[src/rtl/demux_route_pkg.sv]
// demux_route_pkg
// Shared types and helpers for the 1:8 demux routing controller.
//   route_state_t : controller FSM state (IDLE / SEND)
//   NCH, SEL_W    : channel count and select width
//   onehot8()     : select value to one-hot channel mask
package demux_route_pkg;

    typedef enum logic [0:0] {IDLE = 1'b0, SEND = 1'b1} route_state_t;

    localparam int NCH   = 8;
    localparam int SEL_W = 3;

    function automatic logic [NCH-1:0] onehot8(input logic [SEL_W-1:0] sel);
        logic [NCH-1:0] v;
        v      = '0;
        v[sel] = 1'b1;
        return v;
    endfunction

endpackage

[src/rtl/demux_route_wait_cnt.sv]
// demux_route_wait_cnt
// Counts SEND cycles spent waiting on a channel and flags the cycle on which
// the wait budget is exhausted.
// Ports:
//   clk, rst_n : clock, asynchronous active-low reset
//   clr        : restart the count (new beat accepted); wins over inc
//   inc        : one more cycle waited without completion
//   expire     : count has reached TIMEOUT-1, i.e. this is the last allowed cycle
module demux_route_wait_cnt #(
    parameter int TIMEOUT = 16
) (
    input  logic clk,
    input  logic rst_n,
    input  logic clr,
    input  logic inc,
    output logic expire
);

    logic [7:0] cnt;

    always_ff @(posedge clk or negedge rst_n) begin
        if (!rst_n) begin
            cnt <= '0;
        end else if (clr) begin
            cnt <= '0;
        end else if (inc) begin
            cnt <= cnt + 8'd1;
        end
    end

    assign expire = (cnt == 8'(TIMEOUT - 1));

endmodule

[src/rtl/demux_route_ctrl.sv]
// demux_route_ctrl
// Sequences a 1:8 demultiplexer: accepts (data, dest) beats on a valid/ready
// input, holds each beat on sel/en/out_data until the addressed channel takes
// it, and drops beats aimed at disabled (or, optionally, stalled) channels.
// Build option: define DEMUX_ROUTE_TIMEOUT_EN to drop beats that wait TIMEOUT
// SEND cycles; without it SEND waits indefinitely on out_ready.
// Ports:
//   clk, rst_n          : clock, asynchronous active-low reset
//   in_valid/in_ready   : upstream handshake, in_data/in_dest sampled on accept
//   ch_en               : per-channel enable mask
//   out_ready           : per-channel downstream ready
//   sel, en, out_data   : demux controls and data
//   out_valid           : one-hot valid, en << sel
//   drop, drop_cnt      : dropped-beat pulse and saturating count
module demux_route_ctrl
    import demux_route_pkg::*;
#(
    parameter int DATA_W  = 8,
    parameter int TIMEOUT = 16
) (
    input  logic              clk,
    input  logic              rst_n,
    input  logic              in_valid,
    output logic              in_ready,
    input  logic [DATA_W-1:0] in_data,
    input  logic [2:0]        in_dest,
    input  logic [7:0]        ch_en,
    input  logic [7:0]        out_ready,
    output logic [2:0]        sel,
    output logic              en,
    output logic [DATA_W-1:0] out_data,
    output logic [7:0]        out_valid,
    output logic              drop,
    output logic [7:0]        drop_cnt
);

    if (TIMEOUT < 2 || TIMEOUT > 255) begin : g_bad_timeout
        $error("demux_route_ctrl: TIMEOUT must be within 2..255");
    end

    function automatic logic [7:0] sat_inc(input logic [7:0] v);
        return (v == 8'hFF) ? v : v + 8'd1;
    endfunction

    route_state_t state;
    logic         in_send;
    logic         complete;
    logic         chan_off;
    logic         timed_out;
    logic         drop_now;
    logic         accept;

    assign in_send  = (state == SEND);
    assign complete = in_send & out_ready[sel] & ch_en[sel];
    assign chan_off = in_send & ~ch_en[sel];

`ifdef DEMUX_ROUTE_TIMEOUT_EN
    logic expire;

    demux_route_wait_cnt #(
        .TIMEOUT (TIMEOUT)
    ) u_wait_cnt (
        .clk    (clk),
        .rst_n  (rst_n),
        .clr    (accept),
        .inc    (in_send & ~complete),
        .expire (expire)
    );

    // Completion in the expiry cycle wins: only an unfinished wait times out.
    assign timed_out = in_send & ~complete & expire;
`else
    assign timed_out = 1'b0;
`endif

    // chan_off already implies no completion, so at most one drop per cycle.
    assign drop_now = chan_off | timed_out;

    // Ready mid-SEND only on completion, giving 1 beat/cycle streaming.
    assign in_ready = ~in_send | complete;
    assign accept   = in_valid & in_ready;

    always_ff @(posedge clk or negedge rst_n) begin
        if (!rst_n) begin
            state    <= IDLE;
            sel      <= '0;
            out_data <= '0;
            drop     <= 1'b0;
            drop_cnt <= '0;
        end else begin
            drop <= drop_now;
            if (drop_now) begin
                drop_cnt <= sat_inc(drop_cnt);
            end
            // sel/out_data load only on accept so sel never moves between beats.
            if (accept) begin
                state    <= SEND;
                sel      <= in_dest;
                out_data <= in_data;
            end else if (complete || drop_now) begin
                state <= IDLE;
            end
        end
    end

    assign en        = in_send;
    assign out_valid = in_send ? onehot8(sel) : 8'h00;

endmodule

[config.mk]
export PLATFORM = sky130hd
export DESIGN_NAME = demux_route_ctrl
export DESIGN_NICKNAME = d
export VERILOG_FILES = /design/src/rtl/demux_route_pkg.sv /design/src/rtl/demux_route_wait_cnt.sv /design/src/rtl/demux_route_ctrl.sv
export SDC_FILE = /design/constraint.sdc
export NUM_CORES = 1
export LEC_CHECK = 0
export ABC_AREA = 1
export BUFFER_PORTS_ARGS = -buffer_cell sky130_fd_sc_hd__buf_2
export CORE_MARGIN = 2
export CORE_UTILIZATION = 45
export DETAILED_ROUTE_END_ITERATION = 16
export PLACE_DENSITY = 0.78
export SLEW_MARGIN = 20
export SYNTH_ARGS = -nofsm -noshare
export SYNTH_HDL_FRONTEND = slang
export SYNTH_HIERARCHICAL = 1
export SYNTH_SLANG_ARGS = --single-unit
[constraint.sdc]
create_clock -name clk -period 1.95 [get_ports clk]
set_clock_uncertainty 0.15 [all_clocks]
set_input_delay 0.39 -clock clk [delete_from_list [all_inputs] [get_ports clk]]
set_output_delay 0.39 -clock clk [all_outputs]
set_load 0.01 [all_outputs]
After elaboration in Yosys (flattened, before gate mapping)

Cells that the tools add are included.

Output and inout port bits: 30
Input port bits: 30
Register bits: 21

Reduce and logical (&&, ||, !) cells: 4
$add $sub $neg: 1
Bitwise logic cells: 8
Muxes and demuxes: 9
Order comparisons: 2
Equality and inequality tests: 1

Operators by type and width:

| operator                                                               | count |
|---|---|
| 8-bit by 1-bit adder with 8-bit output (second input constant)         | 1 |
| 8-bit == test (second input constant)                                  | 1 |
| 8-bit two-way mux                                                      | 1 |
| 1-bit binary-select mux with 3-bit select                              | 2 |
| 1-bit two-way mux                                                      | 5 |
| 1-bit AND                                                              | 4 |
| 3-bit by 4-bit < comparator with 1-bit output (second input constant)  | 1 |
| 1-bit demux with 3-bit select                                          | 1 |
| 3-bit by 1-bit >= comparator with 1-bit output (second input constant) | 1 |
| 1-bit NOT                                                              | 3 |
| 2-bit AND reduction                                                    | 1 |
| 2-bit nonzero test                                                     | 1 |
| 1-bit logical AND                                                      | 1 |
| 1-bit logical OR                                                       | 1 |
| 1-bit OR                                                               | 1 |

Logic depth before layout (Yosys ltp)

Gate-level depths: netlist of the first run.

Word-level depth: 7
Gate-level depth with buffers: 10
Gate-level depth less buffers: 10

Worst setup path after synthesis of the first run

Ideal clock, no wire load.

Path kind: flip-flop to output port
Start point: register sel[0]
End point: output in_ready
Stages on the path, launching flop included: 10
Data arrival time: 1348 ps
Setup slack: 62 ps
Data required time: 1410 ps
Cell sequence: dfrtp_1 -> buf_4 -> nand2_1 -> nand2_1 -> nor2_1 -> nor2_2 -> nand2_2 -> inv_2 -> buf_6 -> a31oi_1

Longest elaborated chain between the ends: 5
Elaborated cells on any way between the ends: 7

RTL lines:

| what                                      | line                   | text |
|---|---|---|
| from (decl)                               | demux_route_ctrl.sv:29 | `output logic [2:0] sel,` |
| from (signal assigned)                    | demux_route_ctrl.sv:98 | `sel <= in_dest;` |
| 1-bit binary-select mux with 3-bit select | demux_route_ctrl.sv:54 | `assign complete = in_send & out_ready[sel] & ch_en[sel];` |
| 1-bit two-way mux (implied by the code)   | demux_route_ctrl.sv:54 |  |
| 1-bit AND                                 | demux_route_ctrl.sv:54 |  |
| 1-bit AND *                               | demux_route_ctrl.sv:54 |  |
| 1-bit OR *                                | demux_route_ctrl.sv:80 | `assign in_ready = ~in_send \| complete;` |
| to (decl)                                 | demux_route_ctrl.sv:24 | `output logic in_ready,` |

Mark *: on every way between the ends. The rest lies on a longest branch, timed or not. The select of a mux whose other input is x is not followed.

Worst setup path in the final report of the first run

Same ends and word-level chain as after synthesis.

==> run_results.csv, run 1 <==
group,metric,value,unit
outcome,status,"complete, but fails checks",
sta,tightest_slew,0.478,ns
flow_run,cap_viol_max_count,0,
critical_path,cpPeakStageDelay,0.49,ns
die,core_area,2690,µm²
clock_network,cts_buffers,3,
yosys,ys.warnings.count,6,
clock_network,cts_max_level,1,
die,rows,19,
grt,track_usage,0.195,
grt,grt_max_degree,22,
hold_path,min-delay-start,"in_dest[1]",
critical_path,crit_path_end_kind,"output port",
route,routed-via-count,1302,
power_and_ir_drop,ir_worst_vdd,0.000897,V
power_and_ir_drop,p_leak,1.03,nW
critical_path,reg2reg_from,"sel[0]$_DFFE_PN0P_",
placement,detailed_place.area,1560,µm²
critical_path,arrival,1.57,ns
cells_and_area,final_area,1720,µm²
grt,grt-ovfl-total,0,
route,ant_nets,0,
critical_path,required,1.41,ns
route,drt_wl_total,3020,µm
yosys,synth_commonest_cells,"64 x nand2_1, 21 x dfrtp_1, 21 x inv_1",
clock_network,clkLatencyLatePin,0.30,ns
yosys,syn_nets,206,
sta,grt_setup_unrepaired,"yes",
power_and_ir_drop,powerDensity,1490,nW/µm²
yosys,yosysMostFrequentCell,"nand2_1",
die,ios,60,
critical_path,reg2regPathDepth,10,
sta,fin_ws,-0.157,ns
yosys,synth_area,1240,µm²
sta,tns,-0.157,ns
yosys,synth.top_cell.area_share,0.425,
route,drc_errors,0,
yosys,synth_cells,175,
critical_path,r2r_setup_slack,0.14,ns
die,fp.dieArea,3180,µm²
sta,period_share,1.08,
yosys,synth.distinct_cells,23,
yosys,synth_edf_count,0,
cells_and_area,fin_nets,278,
grt,grt_pass1_vias,1207,
placement,gp_congestion,0.893,
critical_path,cpMostUsedCell,"nor2_2",
yosys,syn_avg_cell_area,7.06,µm²
sta,relSlewSlack,0.681,
critical_path,timing.rr.end,"out_data[2]$_DFFE_PN0P_",
critical_path,criticalPathCategory,"flip-flop to output port",
power_and_ir_drop,power,2.55,mW
placement,io_buffers,59,
sta,post-route-min-period,2.11,ns
cells_and_area,drive_gt1_frac,0.382,
route,first_pass_iters,4,
sta,whs,0.181,ns
critical_path,crit_path_max_fanout,7,
die,die_x,56.4,µm
clock_network,clock-sinks,21,
cells_and_area,fillers,254,
critical_path,path_cells,"buf_6 -> nor2_1 -> nor2_2 -> nor2_2 -> nand2_2 -> inv_2 -> a31oi_1 -> buf_2",
critical_path,worstSetupStartpointType,"flip-flop",
die,die_h,56.4,µm
sta,finalSetupViolCount,1,
grt,antenna_found_initial,0,
outcome,violations,"negative setup slack",
yosys,ys_seq_area_frac,0.425,
yosys,yosysTopAreaCell,"dfrtp_1",
hold_path,holdPathEnd,"sel[1]$_DFFE_PN0P_",
route,viasPerCell,4.70,
hold_path,hp-class,"input pin to flip-flop",
grt,grt_pass1_wl,5110,µm
yosys,ys_ff_latch,21,
critical_path,slowest_stage,"dfrtp_2",
route,wl_per_cell,10.9,µm
sta,final-max-slew-violation-count,0,
yosys,synth.area.top_cells,"dfrtp_1 43%, nand2_1 19%, inv_1 6.4%",
clock_network,cts_root_buf,"clkbuf_4",
yosys,yosys_most_used_dff,"dfrtp_1",
route,drt-initial-drc-count,59,
clock_network,clkTransAtPathRegs,0.11,ns
clock_network,cts_tree,"built",
yosys,async_reset_ff_frac,1.00,
placement,dpl.hpwl,2170,µm
sta,finalHoldViolCount,0,
sta,max_freq,475,MHz
die,start_util,0.460,
clock_network,cts_buffer_depth,2,
hold_path,whs_path_depth,3,
cells_and_area,area_growth,38.8,%
cells_and_area,num_antenna_cells,0,
sequential cells by signal, summed over array words and instances, names as in the netlist:
signal    count
en            1
sel           3
drop          1
out_data      8
drop_cnt      8
through the flow:
step | util | instances | setup WS (ns)
5_1_grt | 0.639 | 277 | -0.267
6_report | 0.639 | 277 | -0.157
3_5_place_dp | 0.581 | 263 | 0.0949
4_1_cts | 0.622 | 274 | -0.143
3_3_place_gp | 0.581 | 263 | 0.135
2_1_floorplan | - | 175 | 0.0624
cell type report:
class                      count  area, µm²  area share
clock buffer                   4       26.3      0.0153
multi-input combinational    124        622       0.363
sequential                    21        529       0.309
inverter                      24       92.6      0.0540
timing repair buffer          73        407       0.237
tap                           31       38.8      0.0226
how the worst max path moves through the flow:
stage	cells after the start	startpoint	endpoint
after floorplan	9	sel[0]$_DFFE_PN0P_	in_ready
after global placement	9	sel[0]$_DFFE_PN0P_	in_ready
after detailed placement	9	sel[0]$_DFFE_PN0P_	in_ready
after CTS	8	sel[0]$_DFFE_PN0P_	in_ready
after global routing	8	sel[0]$_DFFE_PN0P_	in_ready
final	8	sel[0]$_DFFE_PN0P_	in_ready
timing repair:
item,in CTS,in global routing
endpoints found under the setup margin,1,26
gates resized for setup,14,5
endpoints found under the hold margin,21,0
hold buffers,1,0
pin swaps,4,3
setup buffers,6,3
logic make-up (layout without fill, tap and decap cells):
kind of cell    Yosys count  after routing  share of synthesized area
compound gates            4              4                     0.0172
xor+xnor                  5              5                     0.0354
fa+ha+maj                 1              1                     0.0101
buf+inv                  30            101                      0.105
flops                    21             21                      0.425
simple gates            114            114                      0.407
critical path: cells and delay by family, from the launching register on:
kind,cells,cell delay [ns]
buf+inv,3,0.36
simple gates,4,0.38
compound gates,1,0.04
flops,1,0.49
per-layer routing:
metal,up-vias,GRT usage,share of wire,wire length [µm]
met5,-,0,0,0
met4,0,0.0544,0.0060,18
met3,2,0.0230,0.048,144
met2,39,0.326,0.49,1480
met1,571,0.267,0.46,1380
li1,690,-,-,-
cell usage in the layout, fill, tap and decap left out, types with 3 or more instances in the layout:
| cell type | synthesis | layout |
|---|---|---|
| nand4_1 | 11 | 11 |
| buf_2 | 2 | 59 |
| clkbuf_4 | 0 | 3 |
| dfrtp_1 | 21 | 18 |
| inv_1 | 21 | 20 |
| nand2_2 | 2 | 5 |
| nand3_1 | 15 | 14 |
| nor2_1 | 16 | 13 |
| nand2_1 | 64 | 61 |
| xor2_1 | 4 | 4 |
| dfrtp_2 | 0 | 3 |
| buf_4 | 2 | 12 |
power breakdown:
| group | switching (mW) | leakage, nW | internal [mW] |
|---|---|---|---|
| logic | 0.887 | 0.749 | 0.650 |
| clock network | 0.130 | 0.0150 | 0.0796 |
| registers | 0.180 | 0.264 | 0.624 |
Power figures use the tool's default switching activity.
==> run 2: changes to the inputs <==
- CORE_ASPECT_RATIO: default -> 1.5
- RECOVER_POWER: default -> 100
==> run 2 against run 1 <==
The flow still finishes with violations (negative setup slack). Count of clock-buffer cells in the layout did not move. Final cell count rose by 3.2%. Critical path depth did not move. Worst setup slack improved by 0.058 ns. First-iteration DRC count fell by 47%. Highest routed layer unchanged.
==> run_results.csv, run 2 (synthesis results as in run 1) <==
group,metric,value,unit
outcome,status,"complete, but fails checks",
outcome,violations,"negative setup slack",
placement,io_buffers,59,
clock_network,clock-sinks,21,
clock_network,cts_buffers,3,
cells_and_area,fillers,269,
die,ios,60,
sta,fin_ws,-0.0993,ns
flow_run,cap_viol_max_count,0,
clock_network,cts_buffer_depth,2,
cells_and_area,num_antenna_cells,0,
sta,relSlewSlack,0.661,
cells_and_area,final_core_util,0.665,
critical_path,arrival,1.51,ns
critical_path,reg2regPathDepth,12,
route,routed-via-count,1364,
critical_path,path_cells,"buf_6 -> nand2_4 -> a21oi_2 -> nor2_1 -> nand2_2 -> inv_2 -> a31oi_1 -> buf_2",
placement,pre_cts_slack,0.115,ns
die,start_util,0.467,
grt,grt_max_degree,22,
route,drt-initial-drc-count,31,
die,die_h,68.2,µm
die,rows,23,
placement,dp.cells,271,
sta,final-max-slew-violation-count,0,
clock_network,clkLatencyLatePin,0.25,ns
grt,grt_pass1_vias,1222,
critical_path,worstSetupStartpointType,"flip-flop",
critical_path,path_depth,8,
route,first_pass_iters,5,
grt,grt_pass1_wl,4970,µm
sta,finalHoldViolCount,0,
sta,max_freq,488,MHz
placement,gp_congestion,0.806,
clock_network,cts_root_buf,"clkbuf_8",
cells_and_area,layout_common_cells,"56 x nand2_1, 40 x buf_2, 19 x inv_1, 19 x clkbuf_1, 18 x dfrtp_1",
sta,whs,0.230,ns
cells_and_area,area_growth,42.4,%
sta,tightest_slew,0.508,ns
die,die_x,46.8,µm
die,core_area,2650,µm²
critical_path,cp_top_family,"flip-flops",
route,ant_nets,0,
clock_network,cts_max_level,1,
critical_path,slowest_stage,"dfrtp_2",
critical_path,criticalPathCategory,"flip-flop to output port",
power_and_ir_drop,p_leak,1.00,nW
critical_path,crit_path_end_kind,"output port",
critical_path,cpPeakStageDelay,0.48,ns
grt,grt-ovfl-total,0,
cells_and_area,layout_commonest_cell,"nand2_1",
sta,finalSetupViolCount,1,
sta,tns,-0.0993,ns
route,drt_wl_total,3320,µm
sta,period_share,1.05,
cells_and_area,multi_input_area,637,µm²
cells_and_area,drive_gt1_frac,0.349,
route,wl_per_cell,11.6,µm
cells_and_area,reg_top3,"drop_cnt x8, out_data x8, sel x3",
hold_path,whs_path_depth,3,
clock_network,cts_tree,"built",
cells_and_area,register_area,529,µm²
grt,track_usage,0.213,
grt,antenna_found_initial,0,
route,drc_errors,0,
critical_path,required,1.41,ns
cells_and_area,final_cells,286,
placement,dpl.hpwl,2230,µm
die,fp.dieArea,3190,µm²
power_and_ir_drop,powerDensity,1530,nW/µm²
critical_path,critical_path_buf_inv_count,3,
cells_and_area,fin_nets,281,
route,viasPerCell,4.77,
power_and_ir_drop,ir_worst_vdd,0.00123,V
clock_network,clkTransAtPathRegs,0.08,ns
sta,grt_setup_unrepaired,"yes",
hold_path,hp-class,"input pin to flip-flop",
critical_path,crit_path_max_fanout,7,
sta,post-route-min-period,2.05,ns
==> run 2: cell type report <==
class                      count  area share
timing repair buffer          76       0.233
tap                           37      0.0263
inverter                      24      0.0526
multi-input combinational    124       0.362
sequential                    21       0.301
clock buffer                   4      0.0256
==> run 2: routing by layer <==
layer	GRT usage	wire [µm]
met5	0	0
met3	0.0237	157
met1	0.233	1270
met2	0.399	1780
met4	0.0833	104
==> run 2: where the power goes <==
part	total, mW	switching [mW]	internal, mW
logic	1.61	0.946	0.666
clock network	0.274	0.129	0.145
registers	0.814	0.189	0.625
==> run 2: final timing paths <==
check / startpoint / endpoint / slack, ns
worst max-delay path: sel[0]$_DFFE_PN0P_ / in_ready / -0.1
worst min-delay path: in_data[3] / out_data[3]$_DFFE_PN0P_ / 0.23
worst max register to register: sel[0]$_DFFE_PN0P_ / drop_cnt[3]$_DFFE_PN0P_ / 0.10
worst min register to register: out_data[0]$_DFFE_PN0P_ / out_data[0]$_DFFE_PN0P_ / 0.33
max in group asynchronous: rst_n / sel[2]$_DFFE_PN0P_ / 0.77
min in group asynchronous: rst_n / out_data[5]$_DFFE_PN0P_ / 0.52
==> run 2: what timing repair did <==
| action | 4_1_cts | 5_1_grt |
|---|---|---|
| resized for setup | 14 | 14 |
| pin swaps | 3 | 7 |
| gates cloned | 0 | 0 |
| buffers inserted | 6 | 4 |
| hold buffers | 1 | 0 |
| endpoints found under the setup margin | 1 | 1 |
| endpoints found under the hold margin | 21 | 0 |
==> run 2: worst register-to-register path, stage by stage, from the launching register on <==
cell     delay, ns
dfrtp_2       0.48
inv_4         0.11
nand2_1       0.07
nand3_1       0.08
nand2_1       0.07
nor2_2        0.09
nand2_2       0.07
inv_2         0.06
buf_4         0.09
buf_4         0.16
nand2_2       0.15
nand2_1       0.10
nand2_1       0.05
==> run 2: metrics by stage <==
step                      power, mW  area (µm²)
after floorplan                1.69        1240
after global placement         2.13        1580
after detailed placement       2.15        1580
after CTS                      2.58        1710
after global routing           2.93        1760
final                          2.70        1760
